`src/rtl/bkm68x_bus_slave.sv`:
```
// bkm68x_bus_slave: monitor slot bus slave for the BKM-68X card edge.
// Brings the asynchronous multiplexed address/data bus into the clk_20mhz
// domain, decodes address/write/read events against a small register file
// and drives the video-path select lines and a maskable interrupt.
`timescale 1ns/1ps

module bkm68x_bus_slave #(
    parameter int         NUM_REGS         = 16,
    parameter int         NUM_IRQ          = 4,
    parameter int         SYNC_STAGES      = 2,
    parameter logic [7:0] CARD_ID          = 8'h68,
    parameter bit         AUTO_INC_DEFAULT = 1'b1
) (
    input  logic               clk_20mhz,
    input  logic               reset,
    input  logic               slot_x,
    input  logic               clk_rw,
    input  logic               ax_d,
    input  logic               r_wx,
    input  logic [7:0]         data_in,
    input  logic [NUM_IRQ-1:0] irq_src,
    output logic [7:0]         data_out,
    output logic               data_oe_x,
    output logic               int_x,
    output logic               int_oe_x,
    output logic               hd_sd_x,
    output logic               rgb_comp_x,
    output logic               int_ext_x,
    output logic               video_oe_x
);

    localparam int              ADDR_W     = $clog2(NUM_REGS);
    localparam logic [7:0]      CTRL_RESET = 8'h07 | (8'(AUTO_INC_DEFAULT) << 3);
    localparam logic [ADDR_W-1:0] LAST_PTR = ADDR_W'(NUM_REGS - 1);

    // Synchroniser chains; index 0 is nearest the pin, the top index is the
    // synchronised copy used by the decode logic.
    logic [SYNC_STAGES-1:0] slot_sync_q, slot_sync_d;
    logic [SYNC_STAGES-1:0] rw_sync_q, rw_sync_d;
    logic [SYNC_STAGES-1:0] ax_sync_q, ax_sync_d;
    logic [SYNC_STAGES-1:0] rwx_sync_q, rwx_sync_d;
    logic [7:0]             data_sync_q [SYNC_STAGES];
    logic [7:0]             data_sync_d [SYNC_STAGES];
    logic                   rw_prev_q, rw_prev_d;

    logic       slot_s, rw_s, ax_s, rwx_s;
    logic [7:0] data_s;

    // Register file state.
    logic [ADDR_W-1:0]  ptr_q, ptr_d;
    logic               oor_q, oor_d;
    logic [7:0]         ctrl_q, ctrl_d;
    logic [NUM_IRQ-1:0] status_q, status_d;
    logic [NUM_IRQ-1:0] mask_q, mask_d;
    logic [NUM_IRQ-1:0] w1c;
    logic [7:0]         mem_q [NUM_REGS];
    logic [7:0]         mem_d [NUM_REGS];

    // Registered outputs.
    logic [7:0] data_out_q, data_out_d;
    logic       data_oe_x_q, data_oe_x_d;
    logic       int_x_q, int_x_d;

    logic bus_event, addr_event, wr_event, rd_event;
    logic [7:0] rd_byte;

    assign slot_s = slot_sync_q[SYNC_STAGES-1];
    assign rw_s   = rw_sync_q[SYNC_STAGES-1];
    assign ax_s   = ax_sync_q[SYNC_STAGES-1];
    assign rwx_s  = rwx_sync_q[SYNC_STAGES-1];
    assign data_s = data_sync_q[SYNC_STAGES-1];

    // Shift every bus pin one stage further along its synchroniser chain.
    always_comb begin
        slot_sync_d = {slot_sync_q[SYNC_STAGES-2:0], slot_x};
        rw_sync_d   = {rw_sync_q[SYNC_STAGES-2:0], clk_rw};
        ax_sync_d   = {ax_sync_q[SYNC_STAGES-2:0], ax_d};
        rwx_sync_d  = {rwx_sync_q[SYNC_STAGES-2:0], r_wx};
        data_sync_d[0] = data_in;
        for (int i = 1; i < SYNC_STAGES; i++) begin
            data_sync_d[i] = data_sync_q[i-1];
        end
        rw_prev_d = rw_s;
    end

    // A bus event is a synchronised strobe rising edge while the slot is selected.
    always_comb begin
        bus_event  = rw_s & ~rw_prev_q & ~slot_s;
        addr_event = bus_event & ax_s;
        wr_event   = bus_event & ~ax_s & ~rwx_s;
        rd_event   = bus_event & ~ax_s & rwx_s;
    end

    // Next-state for pointer, registers and interrupt status from decoded events.
    always_comb begin
        ptr_d  = ptr_q;
        oor_d  = oor_q;
        ctrl_d = ctrl_q;
        mask_d = mask_q;
        mem_d  = mem_q;
        w1c    = '0;

        if (addr_event) begin
            ptr_d = data_s[ADDR_W-1:0];
            oor_d = ({24'd0, data_s} >= 32'(NUM_REGS));
        end

        // Register 0 is the read-only card ID, so writes to it are dropped.
        if (wr_event && !oor_q && (ptr_q != '0)) begin
            case (ptr_q)
                ADDR_W'(1): ctrl_d = data_s;
                ADDR_W'(2): w1c    = data_s[NUM_IRQ-1:0];
                ADDR_W'(3): mask_d = data_s[NUM_IRQ-1:0];
                default:    mem_d[ptr_q] = data_s;
            endcase
        end

        // Auto-increment follows the ctrl value in force before this event.
        if ((wr_event || rd_event) && ctrl_q[3]) begin
            ptr_d = (ptr_q == LAST_PTR) ? '0 : ptr_q + ADDR_W'(1);
        end

        // A new source pulse beats a clear of the same bit.
        status_d = (status_q & ~w1c) | irq_src;
    end

    // Read mux and registered bus-facing outputs.
    always_comb begin
        case (ptr_q)
            ADDR_W'(0): rd_byte = CARD_ID;
            ADDR_W'(1): rd_byte = ctrl_q;
            ADDR_W'(2): rd_byte = 8'(status_q);
            ADDR_W'(3): rd_byte = 8'(mask_q);
            default:    rd_byte = mem_q[ptr_q];
        endcase
        data_out_d  = oor_q ? 8'hFF : rd_byte;
        data_oe_x_d = ~(~slot_s & rwx_s & ~ax_s);
        int_x_d     = ~|(status_q & mask_q);
    end

    // All state, with the synchronisers resetting to an idle, deselected bus.
    always_ff @(posedge clk_20mhz) begin
        if (reset) begin
            slot_sync_q <= '1;
            rw_sync_q   <= '1;
            ax_sync_q   <= '0;
            rwx_sync_q  <= '0;
            for (int i = 0; i < SYNC_STAGES; i++) begin
                data_sync_q[i] <= '0;
            end
            rw_prev_q   <= 1'b1;
            ptr_q       <= '0;
            oor_q       <= 1'b0;
            ctrl_q      <= CTRL_RESET;
            status_q    <= '0;
            mask_q      <= '0;
            for (int i = 0; i < NUM_REGS; i++) begin
                mem_q[i] <= '0;
            end
            data_out_q  <= 8'hFF;
            data_oe_x_q <= 1'b1;
            int_x_q     <= 1'b1;
        end else begin
            slot_sync_q <= slot_sync_d;
            rw_sync_q   <= rw_sync_d;
            ax_sync_q   <= ax_sync_d;
            rwx_sync_q  <= rwx_sync_d;
            data_sync_q <= data_sync_d;
            rw_prev_q   <= rw_prev_d;
            ptr_q       <= ptr_d;
            oor_q       <= oor_d;
            ctrl_q      <= ctrl_d;
            status_q    <= status_d;
            mask_q      <= mask_d;
            mem_q       <= mem_d;
            data_out_q  <= data_out_d;
            data_oe_x_q <= data_oe_x_d;
            int_x_q     <= int_x_d;
        end
    end

    assign data_out   = data_out_q;
    assign data_oe_x  = data_oe_x_q;
    assign int_x      = int_x_q;
    assign int_oe_x   = int_x_q;
    assign hd_sd_x    = ctrl_q[0];
    assign rgb_comp_x = ctrl_q[1];
    assign int_ext_x  = ctrl_q[2];
    assign video_oe_x = ~ctrl_q[7];

endmodule

```
`config.mk`:
```
export PLATFORM = sky130hd
export DESIGN_NAME = bkm68x_bus_slave
export DESIGN_NICKNAME = d
export VERILOG_FILES = /design/src/rtl/bkm68x_bus_slave.sv
export SDC_FILE = /design/constraint.sdc
export NUM_CORES = 1
export LEC_CHECK = 0
export ABC_AREA = 1
export CORE_MARGIN = 10
export CORE_UTILIZATION = 50
export DETAILED_ROUTE_END_ITERATION = 16
export HOLD_SLACK_MARGIN = 0.12
export PLACE_DENSITY = 0.78
export SYNTH_ARGS = -nofsm -noshare
export SYNTH_HDL_FRONTEND = slang
export SYNTH_SLANG_ARGS = --single-unit
```
`constraint.sdc`:
```
create_clock -name clk_20mhz -period 6.1 [get_ports clk_20mhz]
set_input_delay 1.525 -clock clk_20mhz [delete_from_list [all_inputs] [get_ports clk_20mhz]]
set_output_delay 1.525 -clock clk_20mhz [all_outputs]
set_load 0.1 [all_outputs]
```
==> results.ini <==
[worst_setup_path]
worstPathArrival_ns = 1.99
cp-end-kind = primary output
crit_required_ns = 4.58
cp-start-kind = register
path_max_fanout = 3
criticalPathCategory = register to primary output

[power_and_ir_drop]
cell_internal_pwr_w = 0.00179
power_frac_comb_pct = 4.1
powerDensity_mw_per_mm2 = 249
sw_frac_of_total_pct = 24.5
vdd_ir_drop_max_v = 0.000202
clkPwrFrac_pct = 44.4
power.total_w = 0.00237
pwr-share-seq_pct = 51.4
p_leak_nw = 4.26
switchingPower_w = 0.000580

[clocking]
cts_tree = built
cts_sinks = 184
clk_latency_ns = 0.44
ctsHoldBuffers = 0
cts_setup_buffers = 0
cts_resized = 0
clk_pin_slew_ns = 0.07
h-tree-depth = 4
clockBufferDepth = 2
cts_root_buffer = clkbuf_16
cts_made_buffers = 17

[floorplan]
die_h_um = 152
std_cell_rows = 48
dieArea_mm2 = 0.0232
core_mm2 = 0.0172
start_util_pct = 50.8
io_pins = 33
dieWidth_um = 152

[final_layout]
area_delta_synth_final_pct = 8.47
diodes = 0
fin_util_pct = 55.1
layout-drive-gt1-share_pct = 5.18
nNetsFinal = 1342

[sta]
setup_tns_ns = 0
skew_ns = 0.0110
finalHoldViolations = 0
worst_pin_slew_ns = 1.19
drv_slew = 0
rsz0062_at_grt = false
fin_crit_sh_pct = 57.7
fin_ws_ns = 2.58
setup_viol = 0
fmax_ghz = 0.284
slew_headroom_pct = 20.0
fin_crit_ns = 3.52

[global_routing]
grt_pass1_vias = 6894
grt_max_degree = 185
antenna_found_initial = 0
grt_usage_pct = 17.5
grt-ovfl-total = 0
grt_pass1_wl_um = 34300

[drt]
post_drt_wl_per_cell_um = 13.4
antenna_left = 0
drt_pass1_iterations = 6
drc_errors = 0
vias = 7812
drt_iter0_drc = 788
routed_wirelength_um = 20900
via_per_inst = 5.01

[run_status]
status = finished, final reports clean

[synthesis]
synthArstFlopShare_pct = 0
syn_nets = 1368
ys_seq_area_share_pct = 42.0
synth_area_mm2 = 0.00876
synth_area_per_cell_um2 = 6.51
yosys_warnings = 0
ys.flop_type = dfxtp_1
synthCells = 1346
ys_ff_latch = 184
synth-edff-count = 0
synth.distinct_cells = 31

[place]
gp_congestion = 0.894
dp_hpwl_um = 12500
post-place-ws_ns = 2.91
port_buffers = 32

[run]
cap_viol_max_count = 0

[hold_path]
holdCritPathClass = register to register

[synthesized netlist by cell type, types with 3 or more instances]
| master | number | area [um2] |
|---|---|---|
| a21oi_1 | 95 | 475 |
| buf_1 | 16 | 60.1 |
| buf_2 | 24 | 120 |
| buf_4 | 12 | 90.1 |
| buf_6 | 11 | 124 |
| clkbuf_1 | 21 | 78.8 |
| dfxtp_1 | 184 | 3680 |
| ha_1 | 4 | 50.1 |
| inv_1 | 194 | 728 |
| inv_2 | 5 | 18.8 |
| nand2_1 | 359 | 1350 |
| nand3_1 | 174 | 871 |
| nor2_1 | 196 | 736 |
| nor2_2 | 6 | 37.5 |
| nor2_4 | 6 | 67.6 |
| o21ai_0 | 15 | 75.1 |
| o22ai_1 | 3 | 18.8 |
| or2_2 | 5 | 31.3 |
[placed cells by master (no fill, tap or decap), types with 2 or more instances in the layout]
master           instances
clkinv_4                 2
a21oi_1                 95
clkdlybuf4s50_1         31
inv_8                    2
nor3_1                   2
clkinv_2                 4
buf_4                    6
o21ai_0                 15
inv_6                    6
nor2_1                 196
o22ai_1                  3
a211oi_1                 2
nand3_1                174
ha_1                     4
inv_1                  193
dfxtp_1                183
nor2_4                   6
nor2_2                   6
nand2_1                359
inv_2                    5
nand4_1                  2
clkbuf_16               17
or2_2                    5
[final timing paths]
| check | slack, ns | cells after the start | to | start |
|---|---|---|---|---|
| setup / recovery | 2.58 | 2 | video_oe_x | ctrl_q[7] |
| hold / removal | 0.40 | 2 | data_s[5] | data_sync_d[5] |
| setup reg to reg | 3.31 | 7 | mem_q[18] | ptr_q[0] |
| hold reg to reg | 0.40 | 2 | data_s[5] | data_sync_d[5] |
[power by group through the flow]
stage               combinational (W)  sequential (W)  clock, W
floorplan                   0.0000529         0.00126         0
global placement            0.0000963         0.00124         0
detailed placement          0.0000974         0.00125         0
CTS                         0.0000977         0.00122   0.00106
global route                 0.000108         0.00122   0.00111
finish                      0.0000982         0.00122   0.00105
[state kept, by name, indices dropped and copies added (netlist names), 2 cells and up]
register,cells
ax_sync_q,2
ctrl_q,8
data_out,8
data_s,8
data_sync_d,8
mask_q,4
mem_q,128
ptr_q,4
rw_sync_q,2
rwx_sync_q,2
slot_sync_q,2
status_q,4
[through the flow]
| stage | instances | hold slack (ns) | area [um2] |
|---|---|---|---|
| detailed placement | 1526 | 0.392 | 8950 |
| global placement | 1526 | 0.389 | 8950 |
| CTS | 1558 | 0.400 | 9500 |
| global route | 1558 | 0.412 | 9500 |
| floorplan | 1346 | 0.387 | 8760 |
| finish | 1558 | 0.398 | 9500 |
[routing by layer]
layer | GRT usage [%] | wire length [um]
met5 | 0 | 0
met4 | 7.20 | 513
met3 | 3.22 | 1070
met2 | 28.6 | 9890
met1 | 22.1 | 9410
[critical path, stage by stage (launching register included)]
cell,delay (ns)
dfxtp_1,0.30
inv_1,0.10
clkdlybuf4s50_1,1.15
[cell type report]
type | instances | area, um2
Multi-Input combinational cell | 879 | 3860
Inverter | 199 | 748
Clock inverter | 13 | 108
Timing Repair Buffer | 39 | 380
Fill cell | 1644 | 7730
Tap cell | 225 | 282
Sequential cell | 184 | 3680
Clock buffer | 19 | 443
[logic make-up (layout without fill, tap and decap cells)]
group           Yosys count  count (layout)  share of synthesized area (%)
compound gates          118             118                           6.95
fa+ha+maj                 4               4                          0.571
buf+inv                 283             270                           13.9
simple gates            756             756                           36.4
xor+xnor                  1               1                          0.100
flops                   184             184                           42.0
No activity file was read; power rests on OpenSTA's default activity.
